`config.mk`:
```
export PLATFORM = sky130hd
export DESIGN_NAME = pipe_stage_skid_flat
export DESIGN_NICKNAME = d
export VERILOG_FILES = /design/src/rtl/pipe_stage_skid_if.sv /design/src/rtl/pipe_stage_skid.sv /design/src/flat_wrapper.sv
export SDC_FILE = /design/constraint.sdc
export NUM_CORES = 1
export LEC_CHECK = 0
export ABC_AREA = 1
export BUFFER_PORTS_ARGS = -buffer_cell sky130_fd_sc_hd__buf_2
export CAP_MARGIN = 20
export CELL_PAD_IN_SITES_DETAIL_PLACEMENT = 0
export CELL_PAD_IN_SITES_GLOBAL_PLACEMENT = 1
export CORE_ASPECT_RATIO = 1.75
export CORE_UTILIZATION = 30
export CTS_BUF_LIST = sky130_fd_sc_hd__clkbuf_4 sky130_fd_sc_hd__clkbuf_8
export DETAILED_ROUTE_END_ITERATION = 10
export HOLD_SLACK_MARGIN = 0.05
export PLACE_DENSITY_LB_ADDON = 0.1
export SLEW_MARGIN = 0
export SYNTH_ARGS = -nofsm -noshare
export SYNTH_HDL_FRONTEND = slang
export SYNTH_SLANG_ARGS = --single-unit
```
`constraint.sdc`:
```
create_clock -name clk -period 3.65 [get_ports clk]
set_input_delay 0.73 -clock clk [delete_from_list [all_inputs] [get_ports clk]]
set_output_delay 0.73 -clock clk [all_outputs]
set_load 0.02 [all_outputs]
```
`src/rtl/pipe_stage_skid_if.sv`:
```
// Handshake bundle for pipe_stage_skid: upstream accept side and
// downstream present side of one pipeline stage.
interface pipe_stage_skid_if #(
  parameter int CTRL_W = 16,
  parameter int DATA_W = 160
);
  logic              in_valid;
  logic              in_ready;
  logic [CTRL_W-1:0] in_ctrl;
  logic [DATA_W-1:0] in_data;
  logic              out_valid;
  logic              out_ready;
  logic [CTRL_W-1:0] out_ctrl;
  logic [DATA_W-1:0] out_data;

  // Stage side: consumes the upstream entry, produces the downstream entry.
  modport slave (
    input  in_valid, in_ctrl, in_data, out_ready,
    output in_ready, out_valid, out_ctrl, out_data
  );

  // Environment side: drives the stage and absorbs its output.
  modport master (
    output in_valid, in_ctrl, in_data, out_ready,
    input  in_ready, out_valid, out_ctrl, out_data
  );
endinterface

```
`src/rtl/pipe_stage_skid.sv`:
```
// Fully handshaked pipeline stage register with a 2-entry skid buffer.
// in_ready comes straight from the skid valid flop, so backpressure never
// forms a combinational path from out_ready. Bubbles present a zero
// control field; payload is held. Includes synchronous flush and a
// saturating stall-cycle counter.
module pipe_stage_skid #(
  parameter int CTRL_W = 16,
  parameter int DATA_W = 160,
  parameter int CNT_W  = 16
) (
  input  logic              clk,
  input  logic              reset,
  input  logic              flush,
  pipe_stage_skid_if.slave  bus,
  output logic [1:0]        occupancy,
  output logic [CNT_W-1:0]  stall_cnt
);

  localparam logic [CNT_W-1:0] CNT_MAX = {CNT_W{1'b1}};
  localparam logic [CNT_W-1:0] CNT_ONE = {{(CNT_W-1){1'b0}}, 1'b1};

  logic              m_valid_r, m_valid_s;
  logic [CTRL_W-1:0] m_ctrl_r,  m_ctrl_s;
  logic [DATA_W-1:0] m_data_r,  m_data_s;
  logic              s_valid_r, s_valid_s;
  logic [CTRL_W-1:0] s_ctrl_r,  s_ctrl_s;
  logic [DATA_W-1:0] s_data_r,  s_data_s;
  logic [CNT_W-1:0]  stall_cnt_r, stall_cnt_s;
  logic              in_fire_s;
  logic              out_fire_s;

  assign in_fire_s  = bus.in_valid & ~s_valid_r;
  assign out_fire_s = m_valid_r & bus.out_ready;

  // Next-state for main/skid entries: flush first, then drain/refill of main, else fill skid.
  always_comb begin
    m_valid_s = m_valid_r;
    m_ctrl_s  = m_ctrl_r;
    m_data_s  = m_data_r;
    s_valid_s = s_valid_r;
    s_ctrl_s  = s_ctrl_r;
    s_data_s  = s_data_r;
    if (flush) begin
      m_valid_s = 1'b0;
      s_valid_s = 1'b0;
      m_ctrl_s  = {CTRL_W{1'b0}};
      s_ctrl_s  = {CTRL_W{1'b0}};
    end else if (!m_valid_r || out_fire_s) begin
      // Main is empty or leaving: refill from skid first to keep FIFO order.
      if (s_valid_r) begin
        m_valid_s = 1'b1;
        m_ctrl_s  = s_ctrl_r;
        m_data_s  = s_data_r;
        s_valid_s = 1'b0;
      end else if (in_fire_s) begin
        m_valid_s = 1'b1;
        m_ctrl_s  = bus.in_ctrl;
        m_data_s  = bus.in_data;
      end else begin
        m_valid_s = 1'b0;
      end
    end else begin
      // Main is stalled: an accepted entry overflows into skid.
      if (in_fire_s) begin
        s_valid_s = 1'b1;
        s_ctrl_s  = bus.in_ctrl;
        s_data_s  = bus.in_data;
      end else begin
        s_valid_s = s_valid_r;
      end
    end
  end

  // Next-state for the stall counter: count stalled cycles, saturate, ignore flush cycles.
  always_comb begin
    stall_cnt_s = stall_cnt_r;
    if (m_valid_r && !bus.out_ready && !flush && (stall_cnt_r != CNT_MAX)) begin
      stall_cnt_s = stall_cnt_r + CNT_ONE;
    end else begin
      stall_cnt_s = stall_cnt_r;
    end
  end

  // State registers with asynchronous clear of every entry field and the counter.
  always_ff @(posedge clk or negedge reset) begin
    if (!reset) begin
      m_valid_r   <= 1'b0;
      m_ctrl_r    <= {CTRL_W{1'b0}};
      m_data_r    <= {DATA_W{1'b0}};
      s_valid_r   <= 1'b0;
      s_ctrl_r    <= {CTRL_W{1'b0}};
      s_data_r    <= {DATA_W{1'b0}};
      stall_cnt_r <= {CNT_W{1'b0}};
    end else begin
      m_valid_r   <= m_valid_s;
      m_ctrl_r    <= m_ctrl_s;
      m_data_r    <= m_data_s;
      s_valid_r   <= s_valid_s;
      s_ctrl_r    <= s_ctrl_s;
      s_data_r    <= s_data_s;
      stall_cnt_r <= stall_cnt_s;
    end
  end

  // Outputs come only from flops; control is masked so a bubble carries no write enables.
  assign bus.in_ready  = ~s_valid_r;
  assign bus.out_valid = m_valid_r;
  assign bus.out_ctrl  = m_ctrl_r & {CTRL_W{m_valid_r}};
  assign bus.out_data  = m_data_r;
  assign occupancy     = {1'b0, m_valid_r} + {1'b0, s_valid_r};
  assign stall_cnt     = stall_cnt_r;

endmodule

```
`src/flat_wrapper.sv`:
```
// flat-port wrapper written by rule: the top's interface ports become plain ports
module pipe_stage_skid_flat 
#(
  parameter int CTRL_W = 16,
  parameter int DATA_W = 160,
  parameter int CNT_W  = 16
)
  (clk, reset, flush, occupancy, stall_cnt, bus_in_valid, bus_in_ctrl, bus_in_data, bus_out_ready, bus_in_ready, bus_out_valid, bus_out_ctrl, bus_out_data);
  pipe_stage_skid_if #(.CTRL_W(CTRL_W), .DATA_W(DATA_W)) bus_i ();
  input  logic clk;
  input  logic reset;
  input  logic flush;
  output logic [1:0] occupancy;
  output logic [CNT_W-1:0] stall_cnt;
  input wire logic [$bits(bus_i.in_valid)-1:0] bus_in_valid;
  input wire logic [$bits(bus_i.in_ctrl)-1:0] bus_in_ctrl;
  input wire logic [$bits(bus_i.in_data)-1:0] bus_in_data;
  input wire logic [$bits(bus_i.out_ready)-1:0] bus_out_ready;
  output wire logic [$bits(bus_i.in_ready)-1:0] bus_in_ready;
  output wire logic [$bits(bus_i.out_valid)-1:0] bus_out_valid;
  output wire logic [$bits(bus_i.out_ctrl)-1:0] bus_out_ctrl;
  output wire logic [$bits(bus_i.out_data)-1:0] bus_out_data;
  assign bus_i.in_valid = bus_in_valid;
  assign bus_i.in_ctrl = bus_in_ctrl;
  assign bus_i.in_data = bus_in_data;
  assign bus_i.out_ready = bus_out_ready;
  assign bus_in_ready = bus_i.in_ready;
  assign bus_out_valid = bus_i.out_valid;
  assign bus_out_ctrl = bus_i.out_ctrl;
  assign bus_out_data = bus_i.out_data;
  pipe_stage_skid #(.CTRL_W(CTRL_W), .DATA_W(DATA_W), .CNT_W(CNT_W)) u_core (.clk(clk), .reset(reset), .flush(flush), .bus(bus_i), .occupancy(occupancy), .stall_cnt(stall_cnt));
endmodule
```
==> out/metrics.cfg <==
[synth]
avgSynthCellArea_um2 = 8.39
synth_area_leader_cell = dfrtp_1
yosys_warnings = 0
synthesis.area_mm2 = 0.0160
yosysSeqAreaShare_pct = 57.7
synthCells = 1910
syn-num-nets = 2093
ys_types = 26
synth_top_area_share_pct = 57.7
ys_seq_elements = 370
synth_area_leaders = dfrtp_1 (58%), nand2_1 (14%), o21ai_0 (13%), inv_1 (5.0%), o21ai_1 (3.9%)

[final_layout]
drive_above_1_share_pct = 22.6
nets = 2434
seq_area_mm2 = 0.00926
layout_common_cells = nand2_1 (580), o21ai_0 (411), buf_2 (375)
final_cells = 2977
final_common_cell = nand2_1
area_delta_synth_final_pct = 23.3
fill_cells = 5642
multiInputGateArea_mm2 = 0.00534

[grt]
grt_max_degree = 149
overflow = 0
use_met1_pct = 21.2
use_met2_pct = 29.0
grt_pass1_vias = 13300
use_met3_pct = 4.16
top_usage_layer = met2
grt_first_pass_wirelength_um = 74000
track_usage_pct = 17.3
antenna_found_initial = 9

[clock_network]
cts_max_level = 2
clkSlewWorstSetupHoldPaths_ns = 0.07
ctsLongestPathBuffers = 3
cts_inserted_buffers = 60
cts_setup_buffers = 0
root_buffer = clkbuf_8
clock_latency_ns = 0.62
tritoncts = yes
cts.sink_count = 370

[setup_path]
r2r_cells = 5
arrival_ns = 1.75
cp-startpoint = u_core.s_valid_r
rr_startpoint = u_core.s_valid_r
slowest_stage = dfrtp_1
endpoint_kind = output port
ff2ff_setup_slack_ns = 1.47
worstSetupStartpointType = register
worstPathRequired_ns = 2.92
path_max_fanout = 86
criticalPathCategory = register to output port
cpPeakStageDelay_ns = 0.49
endpoint = bus_in_ready
critical_path.cell_chain = inv_8, buf_2
r2r_end = u_core.bus.out_data[66]

[routing]
wl_um = 46700
post_drt_wl_per_cell_um = 15.7
dr.pass1.iters = 7
drt_iter0_drc = 790
via_per_inst = 4.46
ant_nets = 0
vias = 13300
drc = 0

[sta]
maxSlewViolCount = 0
rsz0062_at_grt = no
fin_ws_ns = 1.17
fmax_mhz = 403
fin_crit_sh_pct = 68.0
setup_violations = 0
hold_viol_final = 0
skew_ns = 0.0203
relSlewSlack_pct = 46.7
min_period_ns = 2.48
fin_setup_tns_ns = 0
worst_slew_pin_slew_ns = 0.799

[floorplanning]
dieArea_mm2 = 0.0544
start_util_pct = 30.5
core_area_mm2 = 0.0526
rows = 111
num_io_pins = 377
die_x_um = 177
die_y_um = 308

[placed_design]
hpwl_um = 31400
pre_cts_ws_ns = 0.893
gp_congestion = 0.765
place.port_buffers = 376
placed_cells = 2866

[power]
power.density_mw_per_mm2 = 577
peakVddDrop_v = 0.000312
leakagePower_nw = 10.8

[run]
maxCapViolCount = 0

[min_path]
hold_path_class = input pin to register

[outcome]
status = finished clean

==> cell families after synthesis <==
family                   count (synthesis)  share of synthesized area, %
AO/OA/AOI/OAI                          552                          17.2
XOR/XNOR                                 4                         0.219
adder cells (fa/ha/maj)                  2                         0.156
buffers and inverters                  339                          9.03
flip-flops                             370                          57.7
AND/OR/NAND/NOR                        643                          15.6
==> synth_stat cells (all sizes together) <==
| master | number |
|---|---|
| a21o | 1 |
| a21oi | 16 |
| buf | 72 |
| clkbuf | 50 |
| dfrtp | 370 |
| ha | 2 |
| inv | 217 |
| nand2 | 583 |
| nand3 | 27 |
| nand3b | 1 |
| nand4 | 6 |
| nor2 | 24 |
| nor3 | 2 |
| o21ai | 535 |
| xnor2 | 3 |
| xor2 | 1 |
==> critical path, delay by kind of cell (launching register included) <==
| kind | cells | cell delay [ns] |
|---|---|---|
| buffers and inverters | 2 | 0.62 |
| flip-flops | 1 | 0.49 |
==> area by class of cell <==
cell class	instances	area share [%]
clock inverter	5	0.152
timing repair buffer	401	11.0
clock buffer	103	6.44
inverter	217	4.20
multi-input combinational	1201	27.0
sequential	370	46.8
antenna	2	0.0253
tap	678	4.29
==> repair_timing <==
action                                  in CTS  in global routing
hold buffers                                 1                  0
hold endpoints to repair                    14                  0
endpoints found under the setup margin       0                  0
gates resized for setup                      0                  0
==> layer usage <==
metal	routed length (um)	share of wire, %
met5	89	0.19
met4	1510	3.2
met3	3060	6.5
met2	22500	48
met1	19600	42
==> metrics by stage <==
stage                     hold slack (ns)  utilization [%]  total power, mW  area (um^2)
after global routing                0.323             37.6             12.2        19800
after detailed placement            0.468             35.1             7.63        18500
after global placement              0.460             35.1             7.58        18500
after floorplan                     0.434                -             6.68        16000
final                               0.364             37.6             11.4        19800
after CTS                           0.291             37.5             11.6        19800
==> registers in the layout (all words and copies together) (netlist names) <==
| name | count |
|---|---|
| u_core.s_valid_r | 1 |
| u_core.s_data_r | 160 |
| u_core.stall_cnt | 16 |
| u_core.bus.out_valid | 1 |
| u_core.s_ctrl_r | 16 |
| u_core.m_ctrl_r | 16 |
| u_core.bus.out_data | 160 |
==> power by group <==
group          internal (mW)  total (mW)  switching [mW]
combinational          0.761        2.12            1.36
clock                   2.17        3.88            1.70
sequential              4.92        5.40           0.479
total                   7.85        11.4            3.55
==> how the worst min path moves through the flow <==
| stage | startpoint | end | slack [ns] | cells past startpoint |
|---|---|---|---|---|
| finish | bus_in_data[90] | u_core.s_data_r[90] | 0.36 | 3 |
| global route | bus_in_data[90] | u_core.s_data_r[90] | 0.32 | 3 |
| CTS | bus_in_data[90] | u_core.s_data_r[90] | 0.29 | 3 |
| detailed placement | u_core.s_data_r[99] | u_core.s_data_r[99] | 0.47 | 2 |
| global placement | u_core.s_data_r[99] | u_core.s_data_r[99] | 0.46 | 2 |
| floorplan | reset | u_core.bus.out_data[0] | 0.43 | 0 |
Power figures use the tool's default switching activity.
